==> src/rtl/stable_timer.sv <==
// Stable counter (rdcntvl/rdcntvh/rdcntid source) plus TCFG/TVAL/TICLR countdown timer.
// Optional STABLE_CNT_SNAPSHOT_EN: cnt_hi returns the high half latched by rd_lo_req.
module stable_timer #(
  parameter int          CNT_WIDTH   = 64,
  parameter int          TIMER_WIDTH = 32,
  parameter logic [31:0] COUNTER_ID  = 32'd0
) (
  input  logic                     clk,
  input  logic                     rst,
  input  logic                     cnt_stop,
  input  logic                     tcfg_we,
  input  logic [TIMER_WIDTH-1:0]   tcfg_wdata,
  input  logic                     ticlr_we,
  input  logic                     ticlr_wdata,
  input  logic                     rd_lo_req,
  output logic [CNT_WIDTH-1:0]     cnt,
  output logic [CNT_WIDTH/2-1:0]   cnt_hi,
  output logic [31:0]              counter_id,
  output logic [TIMER_WIDTH-1:0]   tcfg,
  output logic [TIMER_WIDTH-1:0]   tval,
  output logic                     timer_int
);

  localparam int HALF = CNT_WIDTH / 2;
  localparam logic [CNT_WIDTH-1:0]   CNT_ONE  = {{(CNT_WIDTH-1){1'b0}}, 1'b1};
  localparam logic [TIMER_WIDTH-1:0] TVAL_ONE = {{(TIMER_WIDTH-1){1'b0}}, 1'b1};

  // Reload value is InitVal scaled by four: {TCFG[W-1:2], 2'b00}.
  function automatic logic [TIMER_WIDTH-1:0] f_reload(input logic [TIMER_WIDTH-1:0] cfg);
    return {cfg[TIMER_WIDTH-1:2], 2'b00};
  endfunction

  logic [CNT_WIDTH-1:0]   r_cnt;
  logic [TIMER_WIDTH-1:0] r_tcfg;
  logic [TIMER_WIDTH-1:0] r_tval;
  logic                   r_timer_en;
  logic                   r_timer_int;

  logic                   w_tick;
  logic                   w_expire;
  logic                   w_clr;
  logic                   w_periodic;
  logic [TIMER_WIDTH-1:0] w_reload;

  always_comb begin
    w_tick     = r_timer_en & ~cnt_stop;
    w_expire   = w_tick & (r_tval == '0);
    w_clr      = ticlr_we & ticlr_wdata;
    w_periodic = r_tcfg[1];
    w_reload   = f_reload(r_tcfg);
  end

  always_ff @(posedge clk or posedge rst) begin
    if (rst) begin
      r_cnt <= '0;
    end else if (!cnt_stop) begin
      r_cnt <= r_cnt + CNT_ONE;
    end
  end

  // A TCFG write overrides the tick for tval/timer_en, even on the expiry edge.
  always_ff @(posedge clk or posedge rst) begin
    if (rst) begin
      r_tcfg     <= '0;
      r_tval     <= '0;
      r_timer_en <= 1'b0;
    end else if (tcfg_we) begin
      r_tcfg     <= tcfg_wdata;
      r_tval     <= f_reload(tcfg_wdata);
      r_timer_en <= tcfg_wdata[0];
    end else if (w_tick) begin
      if (r_tval != '0) begin
        r_tval <= r_tval - TVAL_ONE;
      end else if (w_periodic) begin
        r_tval <= w_reload;
      end else begin
        r_timer_en <= 1'b0;
      end
    end
  end

  // Expiry takes priority over a simultaneous TICLR.
  always_ff @(posedge clk or posedge rst) begin
    if (rst) begin
      r_timer_int <= 1'b0;
    end else if (w_expire) begin
      r_timer_int <= 1'b1;
    end else if (w_clr) begin
      r_timer_int <= 1'b0;
    end
  end

`ifdef STABLE_CNT_SNAPSHOT_EN
  logic [HALF-1:0] r_snap;

  always_ff @(posedge clk or posedge rst) begin
    if (rst) begin
      r_snap <= '0;
    end else if (rd_lo_req) begin
      r_snap <= r_cnt[CNT_WIDTH-1:HALF];
    end
  end

  assign cnt_hi = r_snap;
`else
  logic w_unused_rd_lo_req;
  assign w_unused_rd_lo_req = rd_lo_req;
  assign cnt_hi = r_cnt[CNT_WIDTH-1:HALF];
`endif

  assign cnt        = r_cnt;
  assign counter_id = COUNTER_ID;
  assign tcfg       = r_tcfg;
  assign tval       = r_tval;
  assign timer_int  = r_timer_int;

endmodule
==> config.mk <==
export PLATFORM = sky130hd
export DESIGN_NAME = stable_timer
export DESIGN_NICKNAME = d
export VERILOG_FILES = /design/src/rtl/stable_timer.sv
export SDC_FILE = /design/constraint.sdc
export NUM_CORES = 1
export LEC_CHECK = 0
export BUFFER_PORTS_ARGS = -buffer_cell sky130_fd_sc_hd__buf_4
export CAP_MARGIN = 20
export CORE_ASPECT_RATIO = 0.9
export CORE_UTILIZATION = 50
export CTS_BUF_LIST = sky130_fd_sc_hd__clkbuf_2 sky130_fd_sc_hd__clkbuf_4 sky130_fd_sc_hd__clkbuf_8
export DETAILED_ROUTE_END_ITERATION = 8
export GPL_ROUTABILITY_DRIVEN = 1
export PLACE_DENSITY = 0.89
export SETUP_SLACK_MARGIN = 0.4
export SLEW_MARGIN = 10
export SYNTH_ARGS = -nofsm -noshare
export SYNTH_HDL_FRONTEND = slang
export SYNTH_SLANG_ARGS = --single-unit
export TNS_END_PERCENT = 30
==> constraint.sdc <==
create_clock -name clk -period 4.7 [get_ports clk]
set_input_delay 0.47 -clock clk [delete_from_list [all_inputs] [get_ports clk]]
set_output_delay 0.47 -clock clk [all_outputs]
set_load 0.01 [all_outputs]
* After elaboration in Yosys (flattened, before gate mapping) *
Cells that the tools add are included.

word-level totals
  memories = 0
  bits in writable memories = 0
  output and inout bits = 193
  latch bits = 0
  memory bits (read-only) = 0
  register bits = 130
  input bits = 39

cells by class
  mux-type cells = 10
  divide/modulo/power cells = 0
  multipliers = 0
  shifts and indexed selects = 0
  equality and inequality tests = 2
  bitwise logic cells = 4
  add/subtract/negate cells = 2
  $lt $le $gt $ge = 0
  reduce and logical (&&, ||, !) cells = 7

operator list
  operator                                             number
  2-to-1 mux 32 bit                                    4
  adder 64 x 1 -> 64 bit (second input constant)       1
  zero test 32 bit                                     1
  nonzero test 32 bit                                  1
  subtractor 32 x 1 -> 32 bit (second input constant)  1
  2-to-1 mux 1 bit                                     6
  inequality test 2 bit (second input constant)        2
  nonzero test 2 bit                                   2
  bitwise AND 1 bit                                    3
  AND reduction 3 bit                                  1
  nonzero test 3 bit                                   1
  AND reduction 2 bit                                  1
  NOT 1 bit                                            1

* Longest topological paths before layout *
  depth after elaboration = 4
  depth in mapped cells = 10
  mapped depth without buffers = 8

* Worst setup path after synthesis *
Ideal clock, no wire load.

  path kind = register to register
  from = register r_tval[18], in the netlist tval[18]
  to = register r_tval[14], in the netlist tval[14]
  clock period less this slack = 2,564 ps
  arrival time = 2,438 ps
  library setup time = 126 ps
  stages on the path, launching flop included = 7
  required time = 4,574 ps
  slack = 2,136 ps
  path through = dfrtp_1 -> or4_4 -> or4_4 -> nor3_1 -> mux2_2 -> a211oi_1 -> nor3_1

on the way
  longest elaborated chain between the ends = 4
  elaborated cells on any way between the ends = 6
  those cells by class = mux (3); reduce/logical (3)

ends and longest elaborated chain
  element                  line  source
  from (decl)              35    logic [TIMER_WIDTH-1:0] r_tval;
  from (signal assigned)   69    r_tval <= f_reload(tcfg_wdata);
  from (signal assigned)   73    r_tval <= r_tval - TVAL_ONE;
  from (signal assigned)   75    r_tval <= w_reload;
  nonzero test 32 bit (*)  72    if (r_tval != '0) begin
  2-to-1 mux 32 bit        72
  2-to-1 mux 32 bit        71    end else if (w_tick) begin
  2-to-1 mux 32 bit        67    end else if (tcfg_we) begin

Every way passes the cells marked *; elsewhere a longest branch is shown, timed or not. The select of a mux whose other input is x is not followed.
A chain may end at the register's enable or synchronous reset.

* Final worst setup path *
  from = register r_tval[4], in the netlist tval[4]
  to = register r_tval[16], in the netlist tval[16]

on the way
  longest elaborated chain between the ends = 4
  elaborated cells on any way between the ends = 7
  those cells by class = add/sub (1); mux (3); reduce/logical (3)

ends and longest elaborated chain
  element                                                             line
  subtractor 32 x 1 -> 32 bit or nonzero test 32 bit (tied branches)  73, 72
  2-to-1 mux 32 bit                                                   72
  2-to-1 mux 32 bit                                                   71
  2-to-1 mux 32 bit                                                   67

Parallel ways exist; a longest one is shown, timed or not. The select of a mux whose other input is x is not followed.

==> flow_summary.json <==
{
  "avgSynthCellArea_sq_um": 9.62,
  "dr.pass1.iters": 6,
  "cts_tree": "done",
  "fin_tns_setup_ns": 0,
  "synth_top_area_share_pct": 46.4,
  "cp_cell_sequence": "or4_1, or4_4, nor2_4, a21o_1, o21ai_0, o311ai_0",
  "postCtsHoldBufs": 0,
  "num_io_pins": 232,
  "required_ns": 5.05,
  "grt_first_pass_wirelength_um": 30600,
  "clock_power_share_pct": 33.7,
  "route.top_layer_used": "met4",
  "hold_class": "input pin to async pin",
  "fin_ws_ns": 1.58,
  "postLayoutCellArea_sq_um": 8680,
  "ys_warn_count": 0,
  "gp_congestion": 0.935,
  "dp_hpwl_um": 13700,
  "syn_area_sq_um": 7020,
  "diodes": 0,
  "die_w_um": 127,
  "tightest_slew_ns": 0.893,
  "clk_pin_slew_worst_paths_ns": 0.08,
  "critPathMaxStageDelay_ns": 0.73,
  "cp-start-kind": "register",
  "grt_usage_pct": 27.1,
  "cp_slowest_cell": "or4_1",
  "maxCapViolations": 0,
  "grt_pass1_vias": 5982,
  "first_iter_violations": 564,
  "dr_wl_met3_um": 1960,
  "initial_core_util_pct": 51.9,
  "p_sw_mw": 0.861,
  "wl_met2_um": 9370,
  "placementRows": 40,
  "seq_area_sq_um": 3250,
  "crit_type": "register to register",
  "maxSlewHeadroom_pct": 40.3,
  "cts_buffer_depth": 2,
  "drive_above_1_share_pct": 29.7,
  "cts_resized": 0,
  "io_buffers": 198,
  "p_int_mw": 1.90,
  "wl_per_cell_um": 17.9,
  "endpoint_kind": "register",
  "nets": 934,
  "cts-root-buf": "clkbuf_8",
  "slew_violations": 0,
  "synthFlopType": "dfrtp_1",
  "wl_met1_um": 7380,
  "path_max_fanout": 22,
  "wl_um": 19200,
  "worstSkewPairLatency_ns": 0.45,
  "antenna_found_initial": 0,
  "ir_drop_mv": 0.217,
  "max_freq_ghz": 0.321,
  "timing.hold.ws_ns": 0.0384,
  "finalHoldViolCount": 0,
  "status": "completed",
  "dieArea_sq_um": 14500,
  "h-tree-depth": 4,
  "yosysTopAreaCell": "dfrtp_1",
  "place_area_sq_um": 8280,
  "postCtsSetupRepairBufs": 0,
  "cp.arrival_ns": 3.46,
  "syn2layout_area_growth_pct": 23.8,
  "p_comb_share_pct": 18.0,
  "die_h_um": 114,
  "grt_overflow": 0,
  "synthTopCellsByArea": "dfrtp_1 46%, xnor2_1 7.2%, buf_4 6.8%",
  "vias": 6258,
  "post-route-period-util_pct": 66.3,
  "grt_max_degree": 81,
  "min_period_ns": 3.12,
  "synthTopCellsByCount": "130 x dfrtp_1, 82 x nand2_1, 64 x buf_4, 58 x xnor2_1, 48 x o21ai_0",
  "share_seq_of_total_power_pct": 48.3,
  "finalSetupViolCount": 0,
  "dp_slack_ns": 1.66,
  "multiInputGateArea_sq_um": 3200,
  "rsz0062_at_grt": "no",
  "core_sq_um": 13500,
  "finClkSkew_ns": 0.0121,
  "syn_inst": 729,
  "ys_ff_latch": 130,
  "async_flop_share_pct": 100,
  "routed_via_density": 5.83,
  "synth_edf_count": 0,
  "switching_share_pct": 31.2,
  "clock-sinks": 130,
  "synth.most_common_cell": "dfrtp_1",
  "powerDensity_nw_per_um2": 318,
  "power_leakage_nw": 4.05,
  "n_fill_cell": 1059,
  "drc": 0,
  "synth_cell_type_count": 69,
  "numCtsBuffers": 17,
  "yosysSeqAreaShare_pct": 46.4,
  "final_antenna_net_count": 0
}
==> flip-flops by register name (all words and copies together), names as in the netlist <==
name,count
tval,32
timer_int,1
tcfg,32
cnt,64
r_timer_en,1
==> layout by cell type, fill, tap and decap left out, types with 16 or more instances in the layout <==
master and n:
xnor2_1 58, mux2_2 17, clkbuf_8 19, dfrtp_1 130, nor4_1 16, buf_4 203, nor2_1 40, inv_1 22
nand3_1 37, a21oi_1 16, nand2_1 82, o21ai_0 48, nand4_1 20, conb_1 32
==> critical path: cells and delay by family (launching register included) <==
| family | cells | cell delay, ns |
|---|---|---|
| and+or+nand+nor | 3 | 1.53 |
| AOI/OAI and AO/OA | 3 | 1.01 |
| DFF | 1 | 0.46 |
==> cell type report <==
type	instances	share of cell area, %
well taps	168	2.42
clock inverters	13	1.46
clock buffers	19	3.01
multi-input cells	516	36.8
inverters	23	1.02
flip-flops and latches	130	37.5
repair buffers	204	17.8
==> metal layers <==
metal / GRT usage (%) / vias to the layer above
met1: 32.6 / 3009
li1: - / 2815
met4: 12.7 / 0
met2: 44.6 / 388
met3: 8.46 / 46
met5: 0 / -
==> worst paths after layout <==
path	startpoint	to	slack, ns	cells after the start
min reg2reg	cnt[18]	cnt[18]	0.49	1
max reg2reg	tval[4]	tval[16]	1.58	6
min	rst	cnt[58]	0.04	2
max	tval[4]	tval[16]	1.58	6
min in group clk	tcfg_wdata[0]	r_timer_en	0.23	3
max in group asynchronous	rst	tcfg[14]	3.68	4
==> through the flow <==
step | power [mW] | std cells | utilization [%]
5_1_grt | 2.89 | 1073 | 64.3
3_3_place_gp | 1.82 | 1040 | 61.2
3_5_place_dp | 1.84 | 1040 | 61.2
4_1_cts | 2.77 | 1072 | 64.1
2_1_floorplan | 1.61 | 760 | -
6_report | 2.76 | 1073 | 64.3
==> power groups by stage <==
| stage | clock network, mW | registers [mW] | logic, mW |
|---|---|---|---|
| floorplan | 0 | 1.36 | 0.249 |
| global placement | 0 | 1.34 | 0.478 |
| detailed placement | 0 | 1.35 | 0.492 |
| CTS | 0.948 | 1.33 | 0.494 |
| global route | 1.00 | 1.35 | 0.539 |
| finish | 0.931 | 1.33 | 0.498 |
==> kinds of logic after synthesis <==
logic type,count (synthesis),share of synthesized area (%)
adder cells (fa/ha/maj),3,0.535
buffers and inverters,114,9.77
other,1,0.0535
XOR/XNOR,71,8.86
flip-flops,130,46.4
AO/OA/AOI/OAI,123,11.4
AND/OR/NAND/NOR,269,20.2
multiplexers,18,2.87
No activity file was read; power rests on OpenSTA's default activity.
